===== src/rtl/wb_arbiter_if.sv =====
// -----------------------------------------------------------------------------
// wb_arbiter_if
// Bundles every bus signal of the write-back arbiter: the ALU result request,
// the LSU result handshake, the register-file write port and the hazard
// query/pending pair.
//   master : drives alu_*/lsu_* requests and queries, observes stall/ready,
//            the register-file write and the pending flags.
//   slave  : the arbiter side (the mirror of master).
// -----------------------------------------------------------------------------
interface wb_arbiter_if;
  logic        alu_valid;
  logic [4:0]  alu_rd;
  logic [31:0] alu_data;
  logic        alu_stall;

  logic        lsu_valid;
  logic        lsu_ready;
  logic [4:0]  lsu_rd;
  logic [31:0] lsu_data;

  logic        reg_write;
  logic [4:0]  write_register;
  logic [31:0] write_data;

  logic [4:0]  query_rs1;
  logic [4:0]  query_rs2;
  logic        pending1;
  logic        pending2;

  modport master (
    output alu_valid, alu_rd, alu_data,
    input  alu_stall,
    output lsu_valid, lsu_rd, lsu_data,
    input  lsu_ready,
    input  reg_write, write_register, write_data,
    output query_rs1, query_rs2,
    input  pending1, pending2
  );

  modport slave (
    input  alu_valid, alu_rd, alu_data,
    output alu_stall,
    input  lsu_valid, lsu_rd, lsu_data,
    output lsu_ready,
    output reg_write, write_register, write_data,
    input  query_rs1, query_rs2,
    output pending1, pending2
  );
endinterface


===== src/rtl/wb_arbiter.sv =====
// -----------------------------------------------------------------------------
// wb_arbiter
// Merges the single-cycle ALU result stream and the buffered LSU result stream
// onto the one register-file write port, and reports which registers still
// have a write queued or outgoing.
//
// Ports:
//   clk    : clock, all state updates on the rising edge
//   reset  : asynchronous, active-high; clears every queued/outgoing write
//   bus    : wb_arbiter_if.slave
//            alu_valid/alu_rd/alu_data in, alu_stall out (registered)
//            lsu_valid/lsu_rd/lsu_data in, lsu_ready out (from registered count)
//            reg_write/write_register/write_data out (registered)
//            query_rs1/query_rs2 in, pending1/pending2 out (combinational)
//
// Parameters:
//   DEPTH        : LSU FIFO entries, power of two, >= 2
//   STARVE_LIMIT : FIFO-head losses to the ALU before the ALU is stalled, 1..15
//
// Optional feature macro: WB_BYPASS_EN
//   defined   -> an LSU result may go straight to the output stage when the
//                port is idle and the FIFO is empty
//   undefined -> every LSU result passes through the FIFO
// -----------------------------------------------------------------------------
module wb_arbiter #(
  parameter int DEPTH        = 4,
  parameter int STARVE_LIMIT = 3
) (
  input  logic      clk,
  input  logic      reset,
  wb_arbiter_if.slave bus
);

  localparam int              PTR_W   = $clog2(DEPTH);
  localparam int              CNT_W   = PTR_W + 1;
  localparam logic [CNT_W-1:0] DEPTH_C = CNT_W'(DEPTH);
  localparam logic [3:0]      LIMIT_C = 4'(STARVE_LIMIT);

  logic [4:0]       fifo_rd_q   [DEPTH];
  logic [4:0]       fifo_rd_d   [DEPTH];
  logic [31:0]      fifo_data_q [DEPTH];
  logic [31:0]      fifo_data_d [DEPTH];
  logic [PTR_W-1:0] wptr_q, wptr_d, rptr_q, rptr_d;
  logic [CNT_W-1:0] count_q, count_d;
  logic [3:0]       starve_q, starve_d;
  logic             alu_stall_q, alu_stall_d;
  logic             reg_write_q, reg_write_d;
  logic [4:0]       write_register_q, write_register_d;
  logic [31:0]      write_data_q, write_data_d;

  logic             fifo_empty, lsu_ready;
  logic             alu_win, fifo_win, bypass_win, push;
  logic             win_valid;
  logic [4:0]       win_rd;
  logic [31:0]      win_data;
  logic             pend1, pend2;
  logic [PTR_W-1:0] idx;

  // Arbitration: a stalled ALU is ignored, so the FIFO head wins whenever the
  // ALU does not; bypass only when nothing else claims the port.
  always_comb begin
    fifo_empty = (count_q == {CNT_W{1'b0}});
    lsu_ready  = (count_q < DEPTH_C);
    alu_win    = !alu_stall_q && bus.alu_valid;
    fifo_win   = !fifo_empty && !alu_win;
`ifdef WB_BYPASS_EN
    bypass_win = fifo_empty && !alu_win && bus.lsu_valid;
`else
    bypass_win = 1'b0;
`endif
    push = bus.lsu_valid && lsu_ready && !bypass_win;
    if (alu_win) begin
      win_valid = 1'b1;
      win_rd    = bus.alu_rd;
      win_data  = bus.alu_data;
    end else if (fifo_win) begin
      win_valid = 1'b1;
      win_rd    = fifo_rd_q[rptr_q];
      win_data  = fifo_data_q[rptr_q];
    end else if (bypass_win) begin
      win_valid = 1'b1;
      win_rd    = bus.lsu_rd;
      win_data  = bus.lsu_data;
    end else begin
      win_valid = 1'b0;
      win_rd    = 5'd0;
      win_data  = 32'd0;
    end
  end

  // Next-state: FIFO storage/pointers, starvation counter, stall and output stage.
  always_comb begin
    fifo_rd_d   = fifo_rd_q;
    fifo_data_d = fifo_data_q;
    wptr_d      = wptr_q;
    rptr_d      = rptr_q;
    if (push) begin
      fifo_rd_d[wptr_q]   = bus.lsu_rd;
      fifo_data_d[wptr_q] = bus.lsu_data;
      wptr_d              = wptr_q + PTR_W'(1);
    end else begin
      wptr_d = wptr_q;
    end
    if (fifo_win) begin
      rptr_d = rptr_q + PTR_W'(1);
    end else begin
      rptr_d = rptr_q;
    end
    case ({push, fifo_win})
      2'b10:   count_d = count_q + CNT_W'(1);
      2'b01:   count_d = count_q - CNT_W'(1);
      default: count_d = count_q;
    endcase
    // Counter only advances while the head is waiting behind an ALU win.
    if (fifo_empty || fifo_win) begin
      starve_d = 4'd0;
    end else if (starve_q != 4'hF) begin
      starve_d = starve_q + 4'd1;
    end else begin
      starve_d = starve_q;
    end
    // One head drain per stall episode: the win itself ends the stall.
    if (fifo_win) begin
      alu_stall_d = 1'b0;
    end else if (starve_d == LIMIT_C) begin
      alu_stall_d = 1'b1;
    end else begin
      alu_stall_d = alu_stall_q;
    end
    // rd=0 is consumed like any winner but never reaches the register file.
    reg_write_d      = win_valid && (win_rd != 5'd0);
    write_register_d = win_rd;
    write_data_d     = win_data;
  end

  // Pending flags: any live FIFO entry or the outgoing write targeting the query.
  always_comb begin
    pend1 = 1'b0;
    pend2 = 1'b0;
    idx   = rptr_q;
    for (int k = 0; k < DEPTH; k++) begin
      idx   = rptr_q + PTR_W'(k);
      pend1 = pend1 | ((CNT_W'(k) < count_q) && (fifo_rd_q[idx] == bus.query_rs1));
      pend2 = pend2 | ((CNT_W'(k) < count_q) && (fifo_rd_q[idx] == bus.query_rs2));
    end
    pend1 = (pend1 | (reg_write_q && (write_register_q == bus.query_rs1))) && (bus.query_rs1 != 5'd0);
    pend2 = (pend2 | (reg_write_q && (write_register_q == bus.query_rs2))) && (bus.query_rs2 != 5'd0);
  end

  // State registers with asynchronous clear.
  always_ff @(posedge clk or posedge reset) begin
    if (reset) begin
      for (int i = 0; i < DEPTH; i++) begin
        fifo_rd_q[i]   <= 5'd0;
        fifo_data_q[i] <= 32'd0;
      end
      wptr_q           <= {PTR_W{1'b0}};
      rptr_q           <= {PTR_W{1'b0}};
      count_q          <= {CNT_W{1'b0}};
      starve_q         <= 4'd0;
      alu_stall_q      <= 1'b0;
      reg_write_q      <= 1'b0;
      write_register_q <= 5'd0;
      write_data_q     <= 32'd0;
    end else begin
      fifo_rd_q        <= fifo_rd_d;
      fifo_data_q      <= fifo_data_d;
      wptr_q           <= wptr_d;
      rptr_q           <= rptr_d;
      count_q          <= count_d;
      starve_q         <= starve_d;
      alu_stall_q      <= alu_stall_d;
      reg_write_q      <= reg_write_d;
      write_register_q <= write_register_d;
      write_data_q     <= write_data_d;
    end
  end

  assign bus.alu_stall      = alu_stall_q;
  assign bus.lsu_ready      = lsu_ready;
  assign bus.reg_write      = reg_write_q;
  assign bus.write_register = write_register_q;
  assign bus.write_data     = write_data_q;
  assign bus.pending1       = pend1;
  assign bus.pending2       = pend2;

endmodule


===== src/flat_wrapper.sv =====
// flat-port wrapper written by rule: the top's interface ports become plain ports
module wb_arbiter_flat 
#(
  parameter int DEPTH        = 4,
  parameter int STARVE_LIMIT = 3
)
  (clk, reset, bus_alu_valid, bus_alu_rd, bus_alu_data, bus_alu_stall, bus_lsu_valid, bus_lsu_rd, bus_lsu_data, bus_lsu_ready, bus_reg_write, bus_write_register, bus_write_data, bus_query_rs1, bus_query_rs2, bus_pending1, bus_pending2);
  wb_arbiter_if bus_i ();
  input  logic clk;
  input  logic reset;
  input wire logic [$bits(bus_i.alu_valid)-1:0] bus_alu_valid;
  input wire logic [$bits(bus_i.alu_rd)-1:0] bus_alu_rd;
  input wire logic [$bits(bus_i.alu_data)-1:0] bus_alu_data;
  output wire logic [$bits(bus_i.alu_stall)-1:0] bus_alu_stall;
  input wire logic [$bits(bus_i.lsu_valid)-1:0] bus_lsu_valid;
  input wire logic [$bits(bus_i.lsu_rd)-1:0] bus_lsu_rd;
  input wire logic [$bits(bus_i.lsu_data)-1:0] bus_lsu_data;
  output wire logic [$bits(bus_i.lsu_ready)-1:0] bus_lsu_ready;
  output wire logic [$bits(bus_i.reg_write)-1:0] bus_reg_write;
  output wire logic [$bits(bus_i.write_register)-1:0] bus_write_register;
  output wire logic [$bits(bus_i.write_data)-1:0] bus_write_data;
  input wire logic [$bits(bus_i.query_rs1)-1:0] bus_query_rs1;
  input wire logic [$bits(bus_i.query_rs2)-1:0] bus_query_rs2;
  output wire logic [$bits(bus_i.pending1)-1:0] bus_pending1;
  output wire logic [$bits(bus_i.pending2)-1:0] bus_pending2;
  assign bus_i.alu_valid = bus_alu_valid;
  assign bus_i.alu_rd = bus_alu_rd;
  assign bus_i.alu_data = bus_alu_data;
  assign bus_alu_stall = bus_i.alu_stall;
  assign bus_i.lsu_valid = bus_lsu_valid;
  assign bus_i.lsu_rd = bus_lsu_rd;
  assign bus_i.lsu_data = bus_lsu_data;
  assign bus_lsu_ready = bus_i.lsu_ready;
  assign bus_reg_write = bus_i.reg_write;
  assign bus_write_register = bus_i.write_register;
  assign bus_write_data = bus_i.write_data;
  assign bus_i.query_rs1 = bus_query_rs1;
  assign bus_i.query_rs2 = bus_query_rs2;
  assign bus_pending1 = bus_i.pending1;
  assign bus_pending2 = bus_i.pending2;
  wb_arbiter #(.DEPTH(DEPTH), .STARVE_LIMIT(STARVE_LIMIT)) u_core (.clk(clk), .reset(reset), .bus(bus_i));
endmodule

===== config.mk =====
export PLATFORM = sky130hd
export DESIGN_NAME = wb_arbiter_flat
export DESIGN_NICKNAME = d
export VERILOG_FILES = /design/src/rtl/wb_arbiter_if.sv /design/src/rtl/wb_arbiter.sv /design/src/flat_wrapper.sv
export SDC_FILE = /design/constraint.sdc
export NUM_CORES = 1
export LEC_CHECK = 0
export CORE_AREA = 5 5 131 145
export CTS_BUF_LIST = sky130_fd_sc_hd__clkbuf_8
export DETAILED_ROUTE_END_ITERATION = 7
export DIE_AREA = 0 0 136 150
export PLACE_DENSITY = 0.83
export SYNTH_ARGS = -nofsm -noshare
export SYNTH_HDL_FRONTEND = slang
export SYNTH_SLANG_ARGS = --single-unit

===== constraint.sdc =====
create_clock -name clk -period 9.75 [get_ports clk]
set_input_delay 1.4625 -clock clk [delete_from_list [all_inputs] [get_ports clk]]
set_output_delay 1.4625 -clock clk [all_outputs]
set_load 0.02 [all_outputs]

==> metrics.csv <==
metric,value,unit
setup repair bufs after CTS,0,
vias in the first global route,6320,
number of port buffers,129,
RSZ-0062 raised after global routing,no,
Initial Util,0.538,
# H-tree levels,4,
most common cell in the netlist,dfrtp_1,
critical path's slowest cell,dfrtp_2,
post-synthesis async set-or-reset flop share,1.00,
clock sinks,198,
most frequent cells after synthesis,"198 x dfrtp_1, 150 x mux2_1, 51 x mux4_2",
Fin Clk Skew,13.2,ps
Worst-Margin Slew,1190,ps
simple-gate share of the synthesized area,0.0278,
die width,136,µm
max_cap viols,0,
first-pass GRT wire length,33.4,mm
CTS Buf Count,17,
clk root buf,clkbuf_8,
std cell rows,51,
Post-CTS Hold Buffers,0,
Final Hold Vio Count,0,
CTS tree,built,
core area,0.0174,mm²
Synth Net Count,723,
Via-to-Cell Ratio,5.78,
Final setup violation count,0,
largest net degree at the start of global routing,123,
synth warn,0,
Die Area,0.0204,mm²
Netlist Area Pre-Place,0.00938,mm²
Critical Path AT,3900,ps
"CP delay by family, top",buffers and inverters,
share of cells above drive strength 1,0.130,
n_diodes,0,
io pins,130,
f_max,187,MHz
Max Slew Vio Count,0,
Seq cells post-synth,198,
Post-DP HPWL,13.8,mm
Power Dens Cells,338,mW/mm²
synthesized area per cell,15.0,µm²
DR pass1 iterations,6,
DRT iter0 DRCs,229,
area growth from synthesis to layout,20.0,%
crit path buf inv count,2,
crit path capture type,primary output,
Vias,5683,
Synth Area in Compound Gates,0.0460,
worst vdd ir,0.000195,V
main combinational cell family by area after synthesis,multiplexers,
crit path cell chain,buf_4 -> mux2i_1 -> mux2_2 -> o221ai_1 -> nor4_1 -> a21oi_1 -> a22oi_1 -> clkdlybuf4s50_1,
R2R Setup Slk,7030,ps
WS Path Type,reg -> out,
total congestion overflow,0,
Final Critical Period,5360,ps
Yosys top cell area share,0.528,
post-route ant nets,0,
Post-synth top flop,dfrtp_1,
total power draw,3.80,mW
outcome,"complete, no violations",
Detailed Route WL,20.5,mm
Worst Hold Class,reg -> reg,
post-synthesis sequential area ratio,0.528,
WP data required,8290,ps
Total Nets Final,831,
Synth Area in XOR/XNOR,0.0504,
crit share post-route,0.550,
final estimated routing congestion in global placement,0.899,
max incr delay on CP,810,ps
WL/cell,20.9,µm
"Reg clk slew, reported paths",90,ps
worst-skew pair later-pin latency,470,ps
initial antenna violation count,0,
CP max FO,32,
mux cell area share after synthesis,0.308,
die height,150,µm
"EDFF count, synth",0,
post-synthesis adder-cell area fraction,0.0133,
Yosys top cell by area,dfrtp_1,
slew margin rel.,0.207,
CTS resizes,0,
Syn Inst Count,625,
gr usage total,0.214,
CP Launch Type,flop,
clk buf depth,2,
synth top area cells,"dfrtp_1 53%, mux2_1 18%, mux4_2 12%, a22o_1 3.5%, xnor2_1 3.5%",
Residual DRC,0,
setup TNS,0,ps
leakage,4.67,nW
Yosys cell types,37,
-- worst register-to-register path: cells and delay by family, from the launching register on --
family | cells | cell delay [ps]
flip-flops | 1 | 490
multiplexers | 1 | 630
AND/OR/NAND/NOR | 2 | 1480
-- placed cells by master (no fill, tap or decap), drive strengths merged, types with 2 or more instances in the layout --
| cell type | instances |
|---|---|
| nand4 | 7 |
| nor2 | 10 |
| clkdlybuf4s50 | 129 |
| a22oi | 2 |
| inv | 14 |
| clkinv | 5 |
| buf | 3 |
| nor4 | 4 |
| nor3 | 10 |
| a21oi | 6 |
| nor3b | 2 |
| o21ai | 3 |
| nor2b | 2 |
| clkinvlp | 2 |
| xor2 | 17 |
| bufinv | 3 |
| mux4 | 51 |
| a31oi | 2 |
| a22o | 37 |
| dfrtp | 198 |
| clkbuf | 17 |
| xnor2 | 37 |
| ha | 10 |
| nand2 | 10 |
| mux2 | 151 |
| nand3 | 2 |
| mux2i | 4 |
-- sequential cells by signal, indices dropped and copies added (netlist names) --
register	flops
u_core.fifo_data_q	128
u_core.bus.write_data	32
u_core.fifo_rd_q	20
u_core.bus.write_register	5
u_core.starve_q	4
u_core.count_q	3
u_core.rptr_q	2
u_core.wptr_q	2
u_core.bus.alu_stall	1
u_core.bus.reg_write	1
-- per-stage QoR --
step	utilization	setup slack [ps]	instance area, µm²	hold slack (ps)	instances
6_report	0.646	4390	11300	497	984
5_1_grt	0.646	4160	11300	502	984
4_1_cts	0.646	4390	11300	500	984
3_5_place_dp	0.621	4430	10800	477	952
3_3_place_gp	0.621	4470	10800	468	952
2_1_floorplan	-	2890	9380	459	625
-- final timing paths --
check                                  startpoint                  endpoint  cells past startpoint
min reg2reg                u_core.fifo_data_q[62]    u_core.fifo_data_q[62]                      1
max reg2reg                     u_core.count_q[2]    u_core.fifo_data_q[32]                      3
min in group asynchronous                   reset  u_core.bus.write_data[7]                      2
max                              u_core.rptr_q[1]              bus_pending1                      8
max in group asynchronous                   reset    u_core.fifo_data_q[14]                      3
min                        u_core.fifo_data_q[62]    u_core.fifo_data_q[62]                      1
-- logic make-up (layout without fill, tap and decap cells) --
group                    after synthesis  after routing
buffers and inverters                 52            173
XOR/XNOR                              54             54
AO/OA/AOI/OAI                         54             54
multiplexers                         206            206
flip-flops                           198            198
adder cells (fa/ha/maj)               10             10
AND/OR/NAND/NOR                       51             51
-- final cells by class --
type / count / area, µm²
clock buffers: 17 / 234
repair buffers: 132 / 1310
flip-flops and latches: 198 / 4960
clock inverters: 15 / 198
inverters: 9 / 41.3
well taps: 238 / 298
fillers: 1223 / 6170
multi-input cells: 375 / 4210
-- power by group --
group	switching (mW)	leakage (nW)	internal, mW
Clock	0.299	0.213	0.260
Sequential	0.327	2.39	1.23
Combinational	0.730	2.07	0.956
-- metal layers --
metal | wire length, µm | GRT usage | part of all wire
met3 | 1230 | 0.0541 | 0.060
met4 | 359 | 0.0585 | 0.017
met1 | 8230 | 0.264 | 0.40
met2 | 10700 | 0.375 | 0.52
met5 | 0 | 0 | 0
(Power assumes the default switching activity.)
